**src/rtl/lif_tm_core.sv**
```systemverilog
// Time-multiplexed leaky integrate-and-fire core.
// One shared datapath updates one neuron per enabled cycle, round robin.
module lif_tm_core #(
  parameter int N_NEURONS = 8,
  parameter int WIDTH     = 8,
  parameter int REF_W     = 3,
  parameter int IW        = $clog2(N_NEURONS)
) (
  input  logic                 clk,
  input  logic                 rst_n,
  input  logic                 en,
  input  logic                 cur_wr_en,
  input  logic [IW-1:0]        cur_wr_idx,
  input  logic [WIDTH-1:0]     cur_wr_data,
  input  logic [WIDTH-1:0]     threshold,
  input  logic [2:0]           leak_shift,
  input  logic [REF_W-1:0]     refrac,
  input  logic [IW-1:0]        mon_idx,
  output logic [WIDTH-1:0]     mon_state,
  output logic                 spike_valid,
  output logic [IW-1:0]        spike_idx,
  output logic [N_NEURONS-1:0] spike_vec,
  output logic                 sweep_done
);

  logic [WIDTH-1:0]     v_q   [N_NEURONS];
  logic [REF_W-1:0]     rf_q  [N_NEURONS];
  logic [WIDTH-1:0]     cur_q [N_NEURONS];
  logic [IW-1:0]        ptr;
  logic [N_NEURONS-1:0] acc_q;

  logic [WIDTH-1:0]     vk, ck, vl, sat, v_nx;
  logic [REF_W-1:0]     rk, r_nx;
  logic [WIDTH:0]       sum;
  logic                 refr, fire, last;
  logic [N_NEURONS-1:0] acc_nx;

  always_comb begin
    vk   = v_q[ptr];
    rk   = rf_q[ptr];
    ck   = cur_q[ptr];
    vl   = (leak_shift != 3'd0) ? vk - (vk >> leak_shift) : vk;
    sum  = {1'b0, vl} + {1'b0, ck};
    sat  = sum[WIDTH] ? {WIDTH{1'b1}} : sum[WIDTH-1:0];
    refr = (rk != '0);
    fire = !refr && (sat >= threshold);
    v_nx = (refr || fire) ? '0 : sat;
    r_nx = refr ? rk - 1'b1 : (fire ? refrac : '0);
    last = (ptr == IW'(N_NEURONS - 1));
    acc_nx      = acc_q;
    acc_nx[ptr] = acc_q[ptr] | fire;
  end

  // Current buffer is written independently of the scheduler.
  always_ff @(posedge clk or negedge rst_n) begin
    if (!rst_n) begin
      for (int i = 0; i < N_NEURONS; i++) cur_q[i] <= '0;
    end else if (cur_wr_en) begin
      cur_q[cur_wr_idx] <= cur_wr_data;
    end
  end

  always_ff @(posedge clk or negedge rst_n) begin
    if (!rst_n) begin
      for (int i = 0; i < N_NEURONS; i++) begin
        v_q[i]  <= '0;
        rf_q[i] <= '0;
      end
      ptr         <= '0;
      acc_q       <= '0;
      spike_valid <= 1'b0;
      spike_idx   <= '0;
      spike_vec   <= '0;
      sweep_done  <= 1'b0;
    end else begin
      spike_valid <= en && fire;
      sweep_done  <= en && last;
      if (en) begin
        v_q[ptr]  <= v_nx;
        rf_q[ptr] <= r_nx;
        spike_idx <= ptr;
        ptr       <= last ? '0 : ptr + 1'b1;
        if (last) begin
          spike_vec <= acc_nx;
          acc_q     <= '0;
        end else begin
          acc_q <= acc_nx;
        end
      end
    end
  end

  // Forward the fresh value so mon_state matches stored state after the edge.
  always_ff @(posedge clk or negedge rst_n) begin
    if (!rst_n) mon_state <= '0;
    else if (en && ptr == mon_idx) mon_state <= v_nx;
    else mon_state <= v_q[mon_idx];
  end

endmodule

```
**config.mk**
```make
export PLATFORM = sky130hd
export DESIGN_NAME = lif_tm_core
export DESIGN_NICKNAME = d
export VERILOG_FILES = /design/src/rtl/lif_tm_core.sv
export SDC_FILE = /design/constraint.sdc
export NUM_CORES = 1
export LEC_CHECK = 0
export ABC_AREA = 1
export ABC_CLOCK_PERIOD_IN_PS = 6050
export CAP_MARGIN = 20
export CORE_ASPECT_RATIO = 0.5
export CORE_MARGIN = 4
export CORE_UTILIZATION = 45
export DETAILED_ROUTE_END_ITERATION = 8
export PLACE_DENSITY = 0.66
export SYNTH_ARGS = -nofsm -noshare
export SYNTH_HDL_FRONTEND = slang
export SYNTH_SLANG_ARGS = --single-unit
```
**constraint.sdc**
```tcl
create_clock -name clk -period 6.05 [get_ports clk]
set_input_delay 1.21 -clock clk [delete_from_list [all_inputs] [get_ports clk]]
set_output_delay 1.21 -clock clk [all_outputs]
set_load 0.02 [all_outputs]
```
* Yosys cells after proc, flatten, opt, wreduce, memory -nomap -nowiden
Index checks and enable logic that the tools add are counted.
** Word-level totals
- Input port bits :: 32
- Register bits after elaboration :: 184
** Cells by class
- Muxes and demuxes :: 34
- Bitwise gates (word level) :: 4
- Shifts and indexed selects :: 1
- Add/sub/neg operators :: 4
- Reduce and logical (&&, ||, !) cells :: 12
- Equal/unequal tests :: 2
- Order comparisons :: 8
** Operators with widths (number)
- $bwmux 64 :: 2
- $mux 8 :: 13
- $bmux 8 s3 :: 3
- $demux 8 s3 :: 2
- $bwmux 24 :: 1
- $mux 3 :: 6
- $ge 4x4->1 const B :: 3
- $not 3->4 :: 3
- $add 8x8->9 :: 1
- $bmux 3 s3 :: 1
- $demux 3 s3 :: 1
- $bwmux 8 :: 1
- $ge 8x8->1 :: 1
- $lt 4x1->1 const B :: 2
- $shr 8x3->8 :: 1
- $sub 8x8->8 :: 1
- $logic_and 1x1->1 :: 7
- $reduce_bool 3->1 :: 2
- $lt 3x4->1 const B :: 1
- $add 3x1->3 const B :: 1
- $bmux 1 s3 :: 1
- $demux 1 s3 :: 1
- $eq 3x3->1 :: 1
- $eq 3x3->1 const B :: 1
- 7 further kinds :: 8

* Logic depth before layout (Yosys ltp)
Gate-level depths: netlist of run 1.
- Word-level depth :: 14
- Gate-level depth with buffers :: 46
- Depth with buffers taken out :: 45

* Worst setup path before layout of run 1
No wires, ideal clock.
- Path type :: input to register
- From :: input port leak_shift[0]
- To :: register mon_state[7]
- Setup time :: 0.066 ns
- Data required time :: 5.984 ns
- Path buffers :: 2
- Setup slack :: 0.405 ns
- Cell stages on the path :: 34
- Arrival time :: 5.579 ns
- Path through :: clkbuf_1 > clkinv_1 > nand3_1 > nand2_1 > nand2_1 > nand3_1 > nand2_1 > ha_1 > inv_1 > fa_1 > nand3_1 > nand2_1 > nand2_1 > nand2_1 > nand2_1 > nand2_1 > o21ai_0 > nand2_1 > ha_1 > nand2_1 > nor2_1 > nor2_1 > nand2_1 > nor2_8 > nand3_2 > ha_1 > nand2_1 > inv_1 > nor3_1 > nand2_1 > nor2_2 > clkbuf_1 > nand3_1 > nand2_1
** Between the ends
- Word-level cells in the longest chain between the ends :: 10
- Elaborated cells on any way between the ends :: 11
- Those cells by class :: 2 x add/sub; 1 x order compare; 1 x shift; 4 x mux; 3 x reduce/logical
** RTL lines
- from (decl) :: RTL line 16 : input logic [2:0] leak_shift,
- $shr 8x3->8 :: RTL line 42 : vl = (leak_shift != 3'd0) ? vk - (vk >> leak_shift) : vk;
- $sub 8x8->8 :: RTL line 42
- $mux 8 * :: RTL line 42
- $add 8x8->9 * :: RTL line 43 : sum = {1'b0, vl} + {1'b0, ck};
- $mux 8 * :: RTL line 44 : sat = sum[WIDTH] ? {WIDTH{1'b1}} : sum[WIDTH-1:0];
- $ge 8x8->1 :: RTL line 46 : fire = !refr && (sat >= threshold);
- $logic_and 1x1->1 :: RTL line 46
- $logic_or 1x1->1 :: RTL line 47 : v_nx = (refr || fire) ? '0 : sat;
- $mux 8 * :: RTL line 47
- $mux 8 * :: RTL line 96 : else if (en && ptr == mon_idx) mon_state <= v_nx;
- to (signal assigned) :: RTL line 96
- to (signal assigned) :: RTL line 97 : else mon_state <= v_q[mon_idx];
- to (decl) :: RTL line 19 : output logic [WIDTH-1:0] mon_state,
Every way passes the cells marked *; elsewhere a longest branch is shown, timed or not.
A chain may end at the register's enable or synchronous reset.

* Worst setup path in the final report of run 1
- From :: input port leak_shift[2]
- To :: register v_q[44] (netlist name)
** Between the ends
- Word-level cells in the longest chain between the ends :: 10
- Elaborated cells on any way between the ends :: 11
- Those cells by class :: 2 x add/sub; 1 x order compare; 1 x shift; 4 x mux; 3 x reduce/logical
** RTL lines
- $shr 8x3->8 :: RTL line 42
- $sub 8x8->8 :: RTL line 42
- $mux 8 * :: RTL line 42
- $add 8x8->9 * :: RTL line 43
- $mux 8 * :: RTL line 44
- $ge 8x8->1 :: RTL line 46
- $logic_and 1x1->1 :: RTL line 46
- $logic_or 1x1->1 :: RTL line 47
- $mux 8 * :: RTL line 47
- $bwmux 64 * :: RTL line 79 : v_q[ptr] <= v_nx;
- to (signal, indexed assignment) :: RTL line 79
- to (decl) :: RTL line 26 : logic [WIDTH-1:0] v_q [N_NEURONS];
Marked as above.

==> results of run 1 <==
-- worst max path at each step --
stage,startpoint,end,slack [ns],cells after the start
6_report,leak_shift[2],v_q[44]$_DFFE_PN0P_,0.43,36
5_1_grt,ptr[0]$_DFFE_PN0P_,v_q[44]$_DFFE_PN0P_,0.01,39
4_1_cts,ptr[0]$_DFFE_PN0P_,mon_state[4]$_DFF_PN0_,0.24,34
3_5_place_dp,leak_shift[0],v_q[2]$_DFFE_PN0P_,-0.04,35
3_3_place_gp,leak_shift[2],v_q[34]$_DFFE_PN0P_,0.07,35
2_1_floorplan,leak_shift[0],mon_state[7]$_DFF_PN0_,0.41,34
-- final cells by class --
class / instances / area, um2
Inverter: 102 / 385
Clock buffer: 21 / 450
Tap cell: 300 / 375
Sequential cell: 184 / 4610
Multi-Input combinational cell: 1018 / 4950
Timing Repair Buffer: 111 / 1050
Clock inverter: 11 / 114
Fill cell: 2049 / 10100
-- logic make-up after synthesis --
| family | Yosys count | share of synthesized area |
|---|---|---|
| compound gates | 229 | 0.127 |
| fa+ha+maj | 29 | 0.0369 |
| flops | 184 | 0.450 |
| buf+inv | 162 | 0.0695 |
| simple gates | 754 | 0.311 |
| xor+xnor | 6 | 0.00514 |
-- registers in the layout, indices dropped and copies added (netlist names) --
| signal | count |
|---|---|
| acc_q | 8 |
| cur_q | 64 |
| mon_state | 8 |
| ptr | 3 |
| rf_q | 24 |
| spike_idx | 3 |
| spike_valid | 1 |
| spike_vec | 8 |
| sweep_done | 1 |
| v_q | 64 |
-- through the flow --
step | setup TNS (ns) | instances | util | hold WS [ns] | worst slack [ns]
after CTS | 0 | 1745 | 0.538 | 0.484 | 0.241
after global placement | 0 | 1713 | 0.513 | 0.456 | 0.0662
after global routing | 0 | 1747 | 0.542 | 0.503 | 0.0130
final | 0 | 1747 | 0.542 | 0.481 | 0.428
after detailed placement | -0.311 | 1713 | 0.513 | 0.465 | -0.0404
after floorplan | 0 | 1364 | - | 0.449 | 0.405
-- placed cells by master (no fill, tap or decap), drive strengths merged, types with 3 or more instances in the layout --
master / instances
or2: 5
nor2: 75
dfrtp: 184
clkbuf: 22
a22oi: 11
buf: 59
nand4: 14
inv: 102
o21ai: 149
clkinv: 8
o2bb2ai: 6
clkdlybuf4s50: 51
ha: 27
nand3: 149
xor2: 4
nor3: 3
and3: 3
nand2: 505
o221ai: 4
o22ai: 11
a221oi: 9
a21oi: 25
-- per-layer routing --
metal / GRT usage / wire [um] / vias to the layer above / part of all wire
met3: 0.0645 / 3060 / 81 / 0.092
li1: - / - / 4617 / -
met4: 0.0885 / 923 / 0 / 0.028
met1: 0.380 / 15000 / 4783 / 0.45
met5: 0 / 0 / - / 0
met2: 0.397 / 14200 / 477 / 0.43
-- worst max-delay path, delay by kind of cell --
| kind | cells | cell delay (ns) |
|---|---|---|
| simple gates | 22 | 2.09 |
| buf+inv | 7 | 1.13 |
| fa+ha+maj | 4 | 1.10 |
| compound gates | 3 | 0.43 |
-- what timing repair did --
action	in CTS	in global routing
endpoints found under the setup margin	0	113
buffers inserted	0	1
gates resized for setup	0	12
==> run summary, run 1 <==
outcome: finished clean
# setup viols final: 0
Worst slew margin: 0.259
routability congestion estimate: 0.923
clock root buffer: clkbuf_16
WHS Endpoint: spike_vec[5]$_DFFE_PN0P_
clock skew: 0.0144 ns
DRC: 0
DR vias/cell: 5.70
ant diodes: 0
Rows: 38
Post-synth EDFFs: 0
CP dominant cell by count: nand2_1
Gate Count Post-Synth: 1364
Non-Filler Cell Area, Final: 11900 um2
global route overflow: 0
hold path cells: 2
crit-path max FO: 29
layout net count: 1495
core area: 22000 um2
share of async-settable or async-resettable flops after synthesis: 1.00
CP endpoint kind: flip-flop
per-cell routed wire length: 19.0 um
post-synth top area cell: dfrtp_1
ANT nets after route: 0
Net Count, Synth: 1425
Tcrit/Tclk final: 0.929
Synth top area share: 0.450
DIE WIDTH: 221 um
Skew-Pair Late Insertion Delay: 0.45 ns
clock buffer depth: 2
Fmax: 178 MHz
unrepaired setup endpoints after global routing: false
CTS buffer count: 17
die footprint: 25400 um2
CP max-delay cell: clkdlybuf4s50_1
H-tree Lvls: 4
routed via count: 9958
max-cap check violation count: 0
Port Buffers: 52
most frequent cell after synthesis: nand2_1
TritonRoute pass-1 iters: 6
Worst Hold Class: reg2reg
final hold vios: 0
Mean Syn Cell Area: 7.50 um2
Synth warnings: 0
clock sinks: 184
Area growth, synth to finish: 16.6%
worst r2r dst: v_q[44]$_DFFE_PN0P_
Synth Cell Area: 10200 um2
Most used DFF post-synth: dfrtp_1
DR iter-0 viols: 1357
largest net degree at the start of global routing: 101
Starting Density: 0.465
vias in the first global route: 9467
post-synth cell types: 46
Least-Margin Pin Slew: 1.11 ns
FF-to-FF setup slack: 0.47 ns
largest cells by area after synthesis: dfrtp_1 45%, nand2_1 18%, nand3_1 7.0%
register area share after synthesis: 0.450
CP peak stage delay: 0.43 ns
crit start category: input port
dpl hpwl: 22.5 mm
top cells by count, synth: 498 x nand2_1, 184 x dfrtp_1, 143 x nand3_1
antenna violations before repair: 0
GRT Overall Usage: 0.265
worst r2r src: ptr[0]$_DFFE_PN0P_
clock slew at reported path FFs: 0.08 ns
Data arrival, critical path: 5.99 ns
Synth Register Bits: 184
Post-Route WL: 33.2 mm
io pins: 53
first-pass GRT wire length: 52.6 mm
Post-DP Area: 11300 um2
R2R cell count: 35
CP Data Required Time: 6.42 ns
Final Slew Violations: 0
Die H: 115 um
CP Class: in2reg
minimum period implied by the final worst setup slack: 5.62 ns
layout cell share with drive strength beyond 1: 0.0954
Post-CTS Hold Buffers: 0
Hold Crit Start: spike_vec[5]$_DFFE_PN0P_
CTS tree: yes
Power of run 1 is left out: the tool's default activity adds up to more than one toggle a clock period on the data nets, which glitch-free logic cannot reach.
==> inputs of run 2 (changes only) <==
--- a/config.mk
+++ b/config.mk
@@ -9,10 +9,10 @@
 export ABC_CLOCK_PERIOD_IN_PS = 6050
 export CAP_MARGIN = 20
 export CORE_ASPECT_RATIO = 0.5
-export CORE_MARGIN = 4
 export CORE_UTILIZATION = 45
 export DETAILED_ROUTE_END_ITERATION = 8
 export PLACE_DENSITY = 0.66
+export SLEW_MARGIN = 20
 export SYNTH_ARGS = -nofsm -noshare
 export SYNTH_HDL_FRONTEND = slang
 export SYNTH_SLANG_ARGS = --single-unit
==> run 2 against run 1 <==
First-iteration DRC count fell by 4.1%. Register-to-register slack got worse by 0.12 ns. Count of clock-buffer cells in the layout fell by 3. Via count rose by 0.71%.
==> run summary, run 2 (synthesized netlist as in run 1, its figures left out) <==
outcome: finished clean
max-cap check violation count: 0 (unchanged)
# setup viols final: 0 (unchanged)
CP endpoint kind: flip-flop
largest net degree at the start of global routing: 107 (+5.9%)
clock buffer depth: 2 (unchanged)
Data arrival, critical path: 6.10 ns (+0.11 ns)
WHS Endpoint: spike_idx[0]$_DFFE_PN0P_
Die H: 109 um (-5.2%)
dpl hpwl: 22.5 mm (about the same)
CP peak stage delay: 0.44 ns (about the same)
Fmax: 174 MHz (-2.0%)
Post-CTS Hold Buffers: 0 (unchanged)
routed via count: 10000 (+0.71%)
layout cell share with drive strength beyond 1: 0.100 (+0.00470)
Tcrit/Tclk final: 0.949 (+0.0194)
total negative slack: 0 ns (unchanged)
DR iter-0 viols: 1302 (-4.1%)
antenna violations before repair: 0 (unchanged)
Area growth, synth to finish: 17.3%
per-cell routed wire length: 18.8 um (-0.90%)
CP Data Required Time: 6.41 ns (about the same)
minimum period implied by the final worst setup slack: 5.74 ns (+0.117 ns)
vias in the first global route: 9475 (+0.085%)
Largest regs: cur_q x64, v_q x64, rf_q x24
CP dominant cell by count: nand2_1
ANT nets after route: 0 (unchanged)
final hold vios: 0 (unchanged)
Worst slew margin: 0.282 (+0.0227)
routability congestion estimate: 0.922 (-0.21%)
DIE WIDTH: 215 um (-2.7%)
H-tree Lvls: 4 (unchanged)
DR vias/cell: 5.73 (+0.60%)
commonest non-fill, non-tap cells in the layout: 495 x nand2_1, 182 x dfrtp_1, 143 x nand3_1
hold path cells: 2 (unchanged)
DRC: 0 (unchanged)
placed cells: 1711 (-0.12%)
clock root buffer: clkbuf_16
clock sinks: 184 (unchanged)
fin cells: 1749 (+0.11%)
commonest non-fill, non-tap cell in the layout: nand2_1
clock slew at reported path FFs: 0.07 ns (about the same)
GRT Overall Usage: 0.293 (+0.0273)
global route overflow: 0 (unchanged)
Post-Route WL: 32.9 mm (-0.79%)
worst r2r dst: v_q[40]$_DFFE_PN0P_
crit start category: input port
Rows: 38 (unchanged)
worst r2r src: ptr[0]$_DFFE_PN0P_
Starting Density: 0.466 (+0.00101)
CP Class: in2reg
crit-path max FO: 16 (-45%)
Port Buffers: 52 (unchanged)
Final Slew Violations: 0 (unchanged)
R2R cell count: 39 (+11%)
FF-to-FF setup slack: 0.35 ns (-0.12 ns)
clock skew: 0.0117 ns (-0.00274 ns)
layout net count: 1497 (+0.13%)
Skew-Pair Late Insertion Delay: 0.46 ns (about the same)
CTS tree: yes
io pins: 53 (unchanged)
Worst Hold Class: reg2reg
CP max-delay cell: clkdlybuf4s50_1
ant diodes: 0 (unchanged)
TritonRoute pass-1 iters: 6 (unchanged)
Least-Margin Pin Slew: 1.08 ns (-0.0292 ns)
core area: 22000 um2 (-0.22%)
first-pass GRT wire length: 52.2 mm (-0.80%)
Hold Crit Start: spike_idx[0]$_DFFE_PN0P_
die footprint: 23400 um2 (-7.8%)
CTS buffer count: 17 (unchanged)
run 2: repair_timing:
| item | CTS | global route |
|---|---|---|
| endpoints found under the setup margin | 0 | 113 |
| buffers inserted | 0 | 4 |
| resized for setup | 0 | 13 |
run 2: how the worst max path moves through the flow:
| stage | cells past startpoint | slack [ns] | to | start |
|---|---|---|---|---|
| after global routing | 41 | -0.07 | rf_q[10]$_DFFE_PN0P_ | ptr[0]$_DFFE_PN0P_ |
| after CTS | 39 | 0.09 | v_q[40]$_DFFE_PN0P_ | ptr[0]$_DFFE_PN0P_ |
| after global placement | 35 | -0.20 | spike_vec[3]$_DFFE_PN0P_ | leak_shift[2] |
| after floorplan | 34 | 0.41 | mon_state[7]$_DFF_PN0_ | leak_shift[0] |
| final | 36 | 0.31 | v_q[40]$_DFFE_PN0P_ | leak_shift[2] |
| after detailed placement | 34 | -0.25 | v_q[40]$_DFFE_PN0P_ | leak_shift[0] |
run 2: routing by layer:
metal	up-vias	global-route usage	part of all wire
met3	71	0.0566	0.089
met5	-	0	0
met2	498	0.437	0.43
met1	4830	0.418	0.45
met4	0	0.120	0.025
li1	4630	-	-
run 2: layout make-up:
type	count	area [um2]
clock buffers	18	429
clock inverters	14	159
fillers	2082	9970
inverters	102	383
multi-input cells	1018	4970
flip-flops and latches	184	4610
well taps	300	375
repair buffers	113	1080
run 2: critical path: cells and delay by family:
kind | cells | cell delay [ns]
simple gates | 22 | 2.39
fa+ha+maj | 4 | 1.09
buf+inv | 6 | 1.01
compound gates | 4 | 0.41
run 2: per-stage QoR:
stage | instance area [um2] | setup WS (ns) | utilization | hold WS [ns]
4_1_cts | 11900 | 0.0915 | 0.539 | 0.485
3_3_place_gp | 11300 | -0.204 | 0.513 | 0.462
6_report | 12000 | 0.310 | 0.546 | 0.482
2_1_floorplan | 10200 | 0.405 | - | 0.449
3_5_place_dp | 11300 | -0.251 | 0.513 | 0.467
5_1_grt | 12000 | -0.0743 | 0.546 | 0.505
Power of run 2 is left out for the same reason.
